$ cat src/rtl/bp_cce_dir_lru_reader_pkg.sv
// Shared types for the directory LRU reader: coherence state encoding and
// width helpers used by the reader and its LRU extraction sub-module.
package bp_cce_dir_lru_reader_pkg;

    typedef enum logic [2:0] {
        e_COH_I = 3'b000,
        e_COH_S = 3'b001,
        e_COH_E = 3'b010,
        e_COH_F = 3'b011,
        e_COH_M = 3'b110,
        e_COH_O = 3'b111
    } bp_coh_states_e;

    localparam int coh_state_width_gp = $bits(bp_coh_states_e);

    // Width of an index into x items; never returns 0 so ports stay legal.
    function automatic int safe_clog2(input int x);
        return (x > 1) ? $clog2(x) : 1;
    endfunction

endpackage

$ cat src/rtl/bp_cce_dir_lru_reader_extract.sv
// Picks the requesting LCE's LRU way out of one directory row. A directory
// entry is {tag, state}; each row holds one tag set of assoc_p entries per LCE.
module bp_cce_dir_lru_extract
    import bp_cce_dir_lru_reader_pkg::*;
#(
    parameter int tag_sets_per_row_p = 2,
    parameter int assoc_p            = 8,
    parameter int tag_width_p        = 10,
    parameter int num_lce_p          = 8,
    parameter int row_num_width_p    = 3,
    parameter int row_width_p        = tag_sets_per_row_p * assoc_p * (tag_width_p + coh_state_width_gp)
) (
    input  logic [row_width_p-1:0]               row_i,
    input  logic [tag_sets_per_row_p-1:0]        row_v_i,
    input  logic [row_num_width_p-1:0]           row_num_i,
    input  logic [safe_clog2(num_lce_p)-1:0]     lce_i,
    input  logic [safe_clog2(assoc_p)-1:0]       lru_way_i,
    output logic                                 lru_v_o,
    output bp_coh_states_e                       lru_coh_state_o,
    output logic [tag_width_p-1:0]               lru_tag_o
);

    localparam int entry_width_lp = tag_width_p + coh_state_width_gp;

    logic [tag_sets_per_row_p-1:0][assoc_p-1:0][entry_width_lp-1:0] entries;
    logic [entry_width_lp-1:0] lru_entry;
    logic                      tag_set_sel;

    assign entries     = row_i;
    assign tag_set_sel = lce_i[0];
    assign lru_entry   = entries[tag_set_sel][lru_way_i];

    // Compare at 32 bits so a small row counter never aliases a large LCE row.
    assign lru_v_o = row_v_i[tag_set_sel] && (32'(row_num_i) == 32'(lce_i >> 1));

    assign lru_coh_state_o = bp_coh_states_e'(lru_entry[coh_state_width_gp-1:0]);
    assign lru_tag_o       = lru_entry[entry_width_lp-1:coh_state_width_gp];

endmodule

$ cat src/rtl/bp_cce_dir_lru_reader.sv
// Walks every directory row of one set with pipelined single-row reads,
// streams each row out and captures the requesting LCE's LRU way.
module bp_cce_dir_lru_reader
    import bp_cce_dir_lru_reader_pkg::*;
#(
    parameter int sets_p             = 64,
    parameter int rows_per_set_p     = 4,
    parameter int tag_sets_per_row_p = 2,
    parameter int num_lce_p          = 8,
    parameter int assoc_p            = 8,
    parameter int tag_width_p        = 10,
    parameter int row_width_p        = tag_sets_per_row_p * assoc_p * (tag_width_p + coh_state_width_gp)
) (
    input  logic                                          clk_i,
    input  logic                                          reset_i,
    input  logic                                          req_v_i,
    output logic                                          req_ready_and_o,
    input  logic [safe_clog2(sets_p)-1:0]                 req_set_i,
    input  logic [safe_clog2(num_lce_p)-1:0]              req_lce_i,
    input  logic [safe_clog2(assoc_p)-1:0]                req_lru_way_i,
    output logic                                          ram_v_o,
    output logic [safe_clog2(sets_p*rows_per_set_p)-1:0]  ram_addr_o,
    input  logic                                          ram_yumi_i,
    input  logic [row_width_p-1:0]                        ram_data_i,
    output logic                                          row_v_o,
    output logic [row_width_p-1:0]                        row_o,
    output logic [safe_clog2(rows_per_set_p)-1:0]         row_num_o,
    output logic                                          row_last_o,
    output logic                                          lru_v_o,
    input  logic                                          lru_yumi_i,
    output bp_coh_states_e                                lru_coh_state_o,
    output logic [tag_width_p-1:0]                        lru_tag_o
);

    localparam int lg_sets_lp    = safe_clog2(sets_p);
    localparam int lg_rows_lp    = safe_clog2(rows_per_set_p);
    localparam int cnt_width_lp  = lg_rows_lp + 1;
    localparam int lg_num_lce_lp = safe_clog2(num_lce_p);
    localparam int lg_assoc_lp   = safe_clog2(assoc_p);
    localparam int addr_width_lp = safe_clog2(sets_p * rows_per_set_p);

    typedef enum logic [1:0] {
        e_ready,
        e_read,
        e_resp
    } state_e;

    state_e                   state_q, state_d;
    logic [lg_sets_lp-1:0]    set_q, set_d;
    logic [lg_num_lce_lp-1:0] lce_q, lce_d;
    logic [lg_assoc_lp-1:0]   way_q, way_d;
    logic [cnt_width_lp-1:0]  rd_cnt_q, rd_cnt_d;
    logic [cnt_width_lp-1:0]  ret_cnt_q, ret_cnt_d;
    logic                     pending_q, pending_d;
    bp_coh_states_e           lru_state_q, lru_state_d;
    logic [tag_width_p-1:0]   lru_tag_q, lru_tag_d;

    logic                          req_ready;
    logic                          rd_active;
    logic                          lru_v;
    logic                          row_last;
    logic [addr_width_lp-1:0]      ram_addr_full;
    logic [tag_sets_per_row_p-1:0] tag_set_v;
    logic                          ex_v;
    bp_coh_states_e                ex_state;
    logic [tag_width_p-1:0]        ex_tag;

    assign row_last = pending_q && (ret_cnt_q == cnt_width_lp'(rows_per_set_p - 1));

    // A tag set is only meaningful if the LCE it belongs to actually exists.
    for (genvar gi = 0; gi < tag_sets_per_row_p; gi++) begin : g_tag_set_v
        assign tag_set_v[gi] = pending_q
            && ((32'(ret_cnt_q) * 32'(tag_sets_per_row_p) + 32'(gi)) < 32'(num_lce_p));
    end

    bp_cce_dir_lru_extract #(
        .tag_sets_per_row_p(tag_sets_per_row_p),
        .assoc_p           (assoc_p),
        .tag_width_p       (tag_width_p),
        .num_lce_p         (num_lce_p),
        .row_num_width_p   (cnt_width_lp),
        .row_width_p       (row_width_p)
    ) u_extract (
        .row_i          (ram_data_i),
        .row_v_i        (tag_set_v),
        .row_num_i      (ret_cnt_q),
        .lce_i          (lce_q),
        .lru_way_i      (way_q),
        .lru_v_o        (ex_v),
        .lru_coh_state_o(ex_state),
        .lru_tag_o      (ex_tag)
    );

    always_comb begin
        state_d     = state_q;
        set_d       = set_q;
        lce_d       = lce_q;
        way_d       = way_q;
        rd_cnt_d    = rd_cnt_q;
        ret_cnt_d   = ret_cnt_q;
        pending_d   = 1'b0;
        lru_state_d = lru_state_q;
        lru_tag_d   = lru_tag_q;
        req_ready   = 1'b0;
        rd_active   = 1'b0;
        lru_v       = 1'b0;

        unique case (state_q)
            e_ready: begin
                req_ready = 1'b1;
                if (req_v_i) begin
                    set_d       = req_set_i;
                    lce_d       = req_lce_i;
                    way_d       = req_lru_way_i;
                    rd_cnt_d    = '0;
                    ret_cnt_d   = '0;
                    lru_state_d = e_COH_I;
                    lru_tag_d   = '0;
                    state_d     = e_read;
                end
            end
            e_read: begin
                rd_active = (rd_cnt_q < cnt_width_lp'(rows_per_set_p));
                if (rd_active && ram_yumi_i) begin
                    rd_cnt_d  = rd_cnt_q + cnt_width_lp'(1);
                    pending_d = 1'b1;
                end
                if (pending_q) begin
                    ret_cnt_d = ret_cnt_q + cnt_width_lp'(1);
                    if (row_last) begin
                        state_d = e_resp;
                    end
                end
                if (ex_v) begin
                    lru_state_d = ex_state;
                    lru_tag_d   = ex_tag;
                end
            end
            e_resp: begin
                lru_v = 1'b1;
                if (lru_yumi_i) begin
                    state_d = e_ready;
                end
            end
            default: state_d = e_ready;
        endcase
    end

    always_ff @(posedge clk_i) begin
        if (reset_i) begin
            state_q     <= e_ready;
            set_q       <= '0;
            lce_q       <= '0;
            way_q       <= '0;
            rd_cnt_q    <= '0;
            ret_cnt_q   <= '0;
            pending_q   <= 1'b0;
            lru_state_q <= e_COH_I;
            lru_tag_q   <= '0;
        end else begin
            state_q     <= state_d;
            set_q       <= set_d;
            lce_q       <= lce_d;
            way_q       <= way_d;
            rd_cnt_q    <= rd_cnt_d;
            ret_cnt_q   <= ret_cnt_d;
            pending_q   <= pending_d;
            lru_state_q <= lru_state_d;
            lru_tag_q   <= lru_tag_d;
        end
    end

    assign ram_addr_full = addr_width_lp'(32'(set_q) * 32'(rows_per_set_p) + 32'(rd_cnt_q));

    // Everything is forced quiet while reset is held, so a return already in
    // flight when reset arrives is never presented downstream.
    assign req_ready_and_o = req_ready & ~reset_i;
    assign ram_v_o         = rd_active & ~reset_i;
    assign ram_addr_o      = ram_v_o ? ram_addr_full : '0;
    assign row_v_o         = pending_q & ~reset_i;
    assign row_o           = row_v_o ? ram_data_i : '0;
    assign row_num_o       = row_v_o ? ret_cnt_q[lg_rows_lp-1:0] : '0;
    assign row_last_o      = row_last & ~reset_i;
    assign lru_v_o         = lru_v & ~reset_i;
    assign lru_coh_state_o = lru_state_q;
    assign lru_tag_o       = lru_tag_q;

endmodule

$ cat config.mk
export PLATFORM = sky130hd
export DESIGN_NAME = bp_cce_dir_lru_reader
export DESIGN_NICKNAME = d
export VERILOG_FILES = /design/src/rtl/bp_cce_dir_lru_reader_pkg.sv /design/src/rtl/bp_cce_dir_lru_reader_extract.sv /design/src/rtl/bp_cce_dir_lru_reader.sv
export SDC_FILE = /design/constraint.sdc
export NUM_CORES = 1
export LEC_CHECK = 0
export BUFFER_PORTS_ARGS = -buffer_cell sky130_fd_sc_hd__buf_4
export CAP_MARGIN = 20
export CELL_PAD_IN_SITES_DETAIL_PLACEMENT = 1
export CELL_PAD_IN_SITES_GLOBAL_PLACEMENT = 2
export CORE_AREA = 3 3 180 182
export CTS_BUF_LIST = sky130_fd_sc_hd__clkbuf_16
export CTS_CLUSTER_SIZE = 30
export DETAILED_ROUTE_END_ITERATION = 10
export DIE_AREA = 0 0 183 185
export PLACE_DENSITY_LB_ADDON = 0.1
export SLEW_MARGIN = 0
export SYNTH_ARGS = -nofsm -noshare
export SYNTH_HDL_FRONTEND = slang
export SYNTH_HIERARCHICAL = 1
export SYNTH_SLANG_ARGS = --single-unit
export TNS_END_PERCENT = 1
$ cat constraint.sdc
create_clock -name clk_i -period 2.96 [get_ports clk_i]
set_input_delay 0 -clock clk_i [delete_from_list [all_inputs] [get_ports clk_i]]
set_output_delay 0 -clock clk_i [all_outputs]
set_load 0.005 [all_outputs]
==> results of run 1 <==
## power by group
part	leakage (uW)	total, uW	switching (uW)	internal, uW
sequential	0.000278	504	27.2	477
combinational	0.00387	791	338	452
clock	0.0000724	508	204	304
## per-stage QoR
| step | util (%) | hold WS, ps |
|---|---|---|
| 2_1_floorplan | - | 110 |
| 3_3_place_gp | 27.6 | 247 |
| 3_5_place_dp | 27.6 | 235 |
| 4_1_cts | 28.4 | 13.1 |
| 5_1_grt | 28.5 | 22.1 |
| 6_report | 28.5 | 3.34 |
## cell families after synthesis
| family | synth area share (%) |
|---|---|
| AOI/OAI and AO/OA | 6.77 |
| adders and majority gates | 1.35 |
| DFF | 14.7 |
| muxes | 30.0 |
| buffers and inverters | 6.04 |
| xor gates and xnor gates | 0.944 |
| and+or+nand+nor | 40.3 |
## repair_timing
item / CTS / global route
buffers inserted: 0 / 0
gates resized for setup: 0 / 0
endpoints found under the setup margin: 0 / 0
hold endpoints to repair: 11 / 0
hold buffers: 11 / 0
## worst max-delay path: stages (launching register included)
cell	delay (ps)
dfxtp_4	430
buf_12	280
mux4_1	650
a22oi_1	430
nand2_1	100
nand2_1	70
mux2i_1	60
## sequential cells by signal, summed over array words and instances, names as in the netlist
signal,count
lru_tag_o,10
set_q,6
lce_q,3
lru_coh_state_o,3
rd_cnt_q,3
ret_cnt_q,3
way_q,3
state_q,2
pending_q,1
## Yosys cell counts (all sizes together) (3+ instances only)
master  instances  area, um2
ha              5       62.6
nor2b           4       27.5
a22oi          27        203
and2          217       1360
mux2i          15        150
mux4           52       1240
nand3           7       35.0
a21oi          19       95.1
buf            17        126
nor2            8       32.5
xor2            4       35.0
clkbuf         33        146
nor3b           3       32.5
nand2b         14       87.6
nand2          53        199
dfxtp          34        681
## worst max path at each step
stage / end / depth (start not counted) / from
after floorplan: lru_coh_state_o[0] / 8 / lce_q[0]
after global placement: lru_tag_o[4] / 6 / lce_q[0]
after detailed placement: lru_tag_o[4] / 6 / lce_q[0]
after CTS: lru_tag_o[4] / 6 / lce_q[0]
after global routing: lru_tag_o[4] / 6 / lce_q[0]
final: lru_tag_o[4] / 6 / lce_q[0]
## layout make-up
type	count	area, um2
multi-input cells	444	3680
diodes	4	10.0
flip-flops and latches	34	686
fillers	3684	22000
clock buffers	5	125
well taps	396	495
inverters	2	7.51
repair buffers	486	3740
clock inverters	3	12.5
## layer usage
metal	up-vias	track usage [%]
met5	-	0
met4	0	4.60
met3	28	5.60
met2	260	37.2
met1	2824	20.1
li1	2736	-
==> run_results.csv, run 1 <==
group,metric,value,unit
global_route,grt_max_degree,58,
detailed_routing,post_drt_wl_per_cell,24.8,um
global_route,grt_usage,19.1,%
yosys,ys.flop_type,"dfxtp_1",
worst_hold_path,min-delay-start,"req_lru_way_i[0]",
detailed_routing,drc,0,
worst_setup_path,reg2reg_depth,6,
yosys,seq_area_frac_synth,14.7,%
flow_run,drv_cap,0,
yosys,syn_nets,760,
worst_setup_path,r2r_slack,790,ps
global_route,antenna_found_initial,4,
worst_setup_path,timing.rr.start,"lce_q[0]",
worst_hold_path,hold_class,"in2reg",
status,status,"finished clean",
timing,fin_worst_skew,3.37,ps
layout,layoutNonFillerInstCount,1374,
timing,fmax,460,MHz
yosys,ys_async_sr_fraction,0,%
clocking,cts_tree,"done",
global_route,grt_pass1_wl,46700,um
clocking,cts_buffers,5,
placed_design,gp_congestion,0.809,
detailed_routing,drt-total-wl,34100,um
timing,tns,0,ps
layout,area_growth,88.8,%
layout,final_common_cell,"buf_4",
timing,timing.final.crit_share,73.5,%
layout,fin_nets,1203,
worst_setup_path,worstPathRequired,3120,ps
clocking,cts_root_buf,"clkbuf_16",
yosys,synth_area,0.00464,mm2
clocking,clock_sink_count,34,
timing,final_hold_viol_count,0,
power,p_leak,0.00422,uW
worst_hold_path,holdPathEnd,"way_q[0]",
detailed_routing,ant_nets,0,
placed_design,dp_slack,755,ps
clocking,cts.clk_slew.worst_paths,60,ps
floorplanning,core,0.0307,mm2
yosys,synth_cells,530,
yosys,syn_area_per_cell,8.75,um2
floorplanning,dieArea,0.0339,mm2
floorplanning,rows,64,
worst_setup_path,crit_type,"reg2reg",
placed_design,portBuffers,460,
timing,rsz0062_at_grt,"false",
power,p_per_area,206,mW/mm2
timing,slew_violations,0,
worst_setup_path,crit_fanout,36,
timing,setup_viol,0,
power,power,1800,uW
detailed_routing,firstDrtPassIters,4,
floorplanning,die_w,183,um
floorplanning,num_io_pins,461,
worst_setup_path,cp.arrival,2340,ps
placed_design,dp_cells,1351,
detailed_routing,vias,5848,
global_route,grt_pass1_vias,6256,
placed_design,place_area,0.00850,mm2
detailed_routing,met3_wirelength,2710,um
yosys,synth_edf_count,0,
worst_setup_path,cp-start-kind,"register",
timing,slew_headroom,47.1,%
clocking,cts_buffer_depth,2,
detailed_routing,viasPerCell,4.26,
clocking,insertion_delay,280,ps
detailed_routing,wl_met2,18500,um
floorplanning,initial_utilization,15.1,%
detailed_routing,highest_layer,"met4",
timing,period_needed,2170,ps
timing,layout_setup_ws,785,ps
yosys,synth_seq_cells,34,
layout,final_cell_mix,"buf_4 (470), and2_1 (217), nand2_1 (53)",
worst_setup_path,r2r-end,"lru_tag_o[4]",
timing,tightest_slew,790,ps
yosys,yosys_warnings,6,
clocking,htreeDepth,2,
global_route,gr-total-overflow,0,
detailed_routing,wl_met1,12200,um
placed_design,dpl.hpwl,29700,um
floorplanning,die_h,185,um
layout,finalInstanceArea,0.00876,mm2
worst_hold_path,hold_depth,3,
detailed_routing,drt_iter0_markers,210,
layout,drive_gt1_share,53.6,%
worst_setup_path,end_kind,"register",
power,ir_worst_vdd,0.000151,V
yosys,synth_cell_type_count,36,
Note: power is estimated with default switching activity, not from simulation.
==> run 2, diff against run 1 <==
- clock period: 2.96 -> 1.9 ns (I/O delays scaled with it)
==> run_results.csv, run 2 (synthesis gave the netlist of run 1 again) <==
group,metric,value,unit
floorplanning,die_h,185,um
detailed_routing,ant_nets,0,
floorplanning,core,0.0307,mm2
global_route,grt_usage,19.2,%
worst_setup_path,critPathBufInv,3,
power,p_leak,0.00438,uW
detailed_routing,drt_iter0_markers,234,
layout,final_common_cell,"buf_4",
power,p_per_area,356,mW/mm2
timing,fmax,545,MHz
detailed_routing,post_drt_wl_per_cell,24.7,um
global_route,busiest_layer,"met2",
global_route,grt_pass1_vias,6422,
worst_setup_path,crit_fanout,11,
detailed_routing,vias,5893,
worst_setup_path,cpPeakStageDelay,520,ps
placed_design,dpl.hpwl,29800,um
timing,setup_viol,0,
global_route,grt_use_met1,20.8,%
global_route,antenna_found_initial,3,
timing,tightest_slew,719,ps
floorplanning,dieArea,0.0339,mm2
timing,slew_violations,0,
status,status,"finished clean",
floorplanning,initial_utilization,15.1,%
floorplanning,num_io_pins,461,
worst_setup_path,path_delay_family,"multiplexers",
placed_design,portBuffers,460,
detailed_routing,viasPerCell,4.22,
worst_setup_path,worstPathRequired,2080,ps
clocking,cts_tree,"done",
worst_setup_path,slowest_stage,"mux4_2",
worst_hold_path,holdPathEnd,"rd_cnt_q[1]",
timing,final_hold_viol_count,0,
timing,timing.final.crit_share,96.5,%
placed_design,dp_slack,-67.2,ps
flow_run,drv_cap,0,
global_route,grt_max_degree,53,
global_route,gr-total-overflow,0,
layout,final_cell_mix,"buf_4 (489), and2_1 (217), nand2_1 (53)",
power,ir_worst_vdd,0.000310,V
worst_setup_path,cp.arrival,2010,ps
timing,period_needed,1830,ps
clocking,clock_sink_count,34,
floorplanning,die_w,183,um
timing,rsz0062_at_grt,"true",
worst_setup_path,r2r_slack,70,ps
worst_setup_path,timing.rr.start,"lce_q[0]",
detailed_routing,drc,0,
worst_setup_path,cp-start-kind,"register",
placed_design,gp_congestion,0.822,
worst_hold_path,hold_class,"in2reg",
timing,layout_setup_ws,66.6,ps
timing,fin_worst_skew,10.4,ps
global_route,grt_pass1_wl,47000,um
worst_setup_path,reg2reg_depth,8,
clocking,cts_buffers,5,
clocking,insertion_delay,290,ps
detailed_routing,drt-total-wl,34500,um
clocking,cts_root_buf,"clkbuf_16",
clocking,cts.clk_slew.worst_paths,70,ps
layout,area_growth,96.8,%
worst_setup_path,end_kind,"register",
worst_setup_path,cp_cell_sequence,"buf_12, buf_12, mux4_2, a22oi_2, buf_4, nand2_1, nand2_1, mux2i_1",
layout,drive_gt1_share,56.9,%
worst_setup_path,crit_type,"reg2reg",
layout,fin_nets,1227,
worst_hold_path,hold_depth,2,
worst_setup_path,r2r-end,"lru_tag_o[4]",
timing,slew_headroom,52.0,%
worst_hold_path,min-delay-start,"reset_i",
floorplanning,rows,64,
detailed_routing,firstDrtPassIters,4,
global_route,grtUsageMet3,4.12,%
power,power,3250,uW
clocking,htreeDepth,2,
layout,largest_reg_flops,10,
clocking,cts_buffer_depth,2,
global_route,use_met2,38.0,%
[run 2: changes by cell type in the layout (fill, tap and decap cells not counted), sizes merged]
cell / before / now
bufbuf: 0 / 1
inv: 3 / 2
clkinv: 2 / 1
buf: 475 / 498
diode: 4 / 2
bufinv: 0 / 2
[run 2: worst max-delay path by stage]
stage               startpoint            endpoint  depth (start not counted)  slack (ps)
floorplan             lce_q[0]  lru_coh_state_o[0]                          8         190
global placement      lce_q[0]        lru_tag_o[4]                          8         -70
detailed placement    lce_q[0]        lru_tag_o[4]                          8         -70
CTS                   lce_q[0]        lru_tag_o[9]                          6         -10
global route          lce_q[0]        lru_tag_o[4]                          8         -20
finish                lce_q[0]        lru_tag_o[4]                          8          70
[run 2: metrics by stage]
step / area (um2) / util (%) / cells / hold WS, ps / TNS [ps]
after CTS: 9050 / 29.4 / 1389 / 13.4 / -12.7
after detailed placement: 8680 / 28.2 / 1369 / 261 / -101
after floorplan: 4640 / - / 530 / 110 / 0
after global placement: 8680 / 28.2 / 1369 / 258 / -71.4
final: 9130 / 29.7 / 1396 / 11.5 / 0
after global routing: 9130 / 29.7 / 1396 / 25.4 / -38.6
[run 2: power by group]
group          switching (uW)  internal [uW]  leakage (uW)
logic                     587            786       0.00401
clock network             350            755     0.0000940
registers                25.7            743      0.000278
[run 2: layout make-up]
class                   count  area [um2]
well taps                 396         495
clock inverters             3        68.8
fillers                  3670       21600
multi-input cells         444        3740
flip-flops and latches     34         686
diodes                      2        5.00
clock buffers               5         125
repair buffers            510        3990
inverters                   2        7.51
[run 2: routing by layer]
metal,part of all wire (%),wire [um]
met5,0,0
met2,55,18800
met3,6.0,2080
met1,38,12900
met4,1.9,650
[run 2: worst register-to-register path: cells and delay by family (launching register included)]
| kind | cells | cell delay (ps) |
|---|---|---|
| and+or+nand+nor | 2 | 100 |
| AOI/OAI and AO/OA | 1 | 190 |
| buffers and inverters | 3 | 470 |
| muxes | 2 | 580 |
| DFF | 1 | 390 |
[run 2: what timing repair did]
action	CTS	global route
setup endpoints to repair	6	12
setup buffers	0	5
pin swaps	0	3
gates resized for setup	6	14
cloned	1	0
hold buffers	11	0
endpoints found under the hold margin	11	0
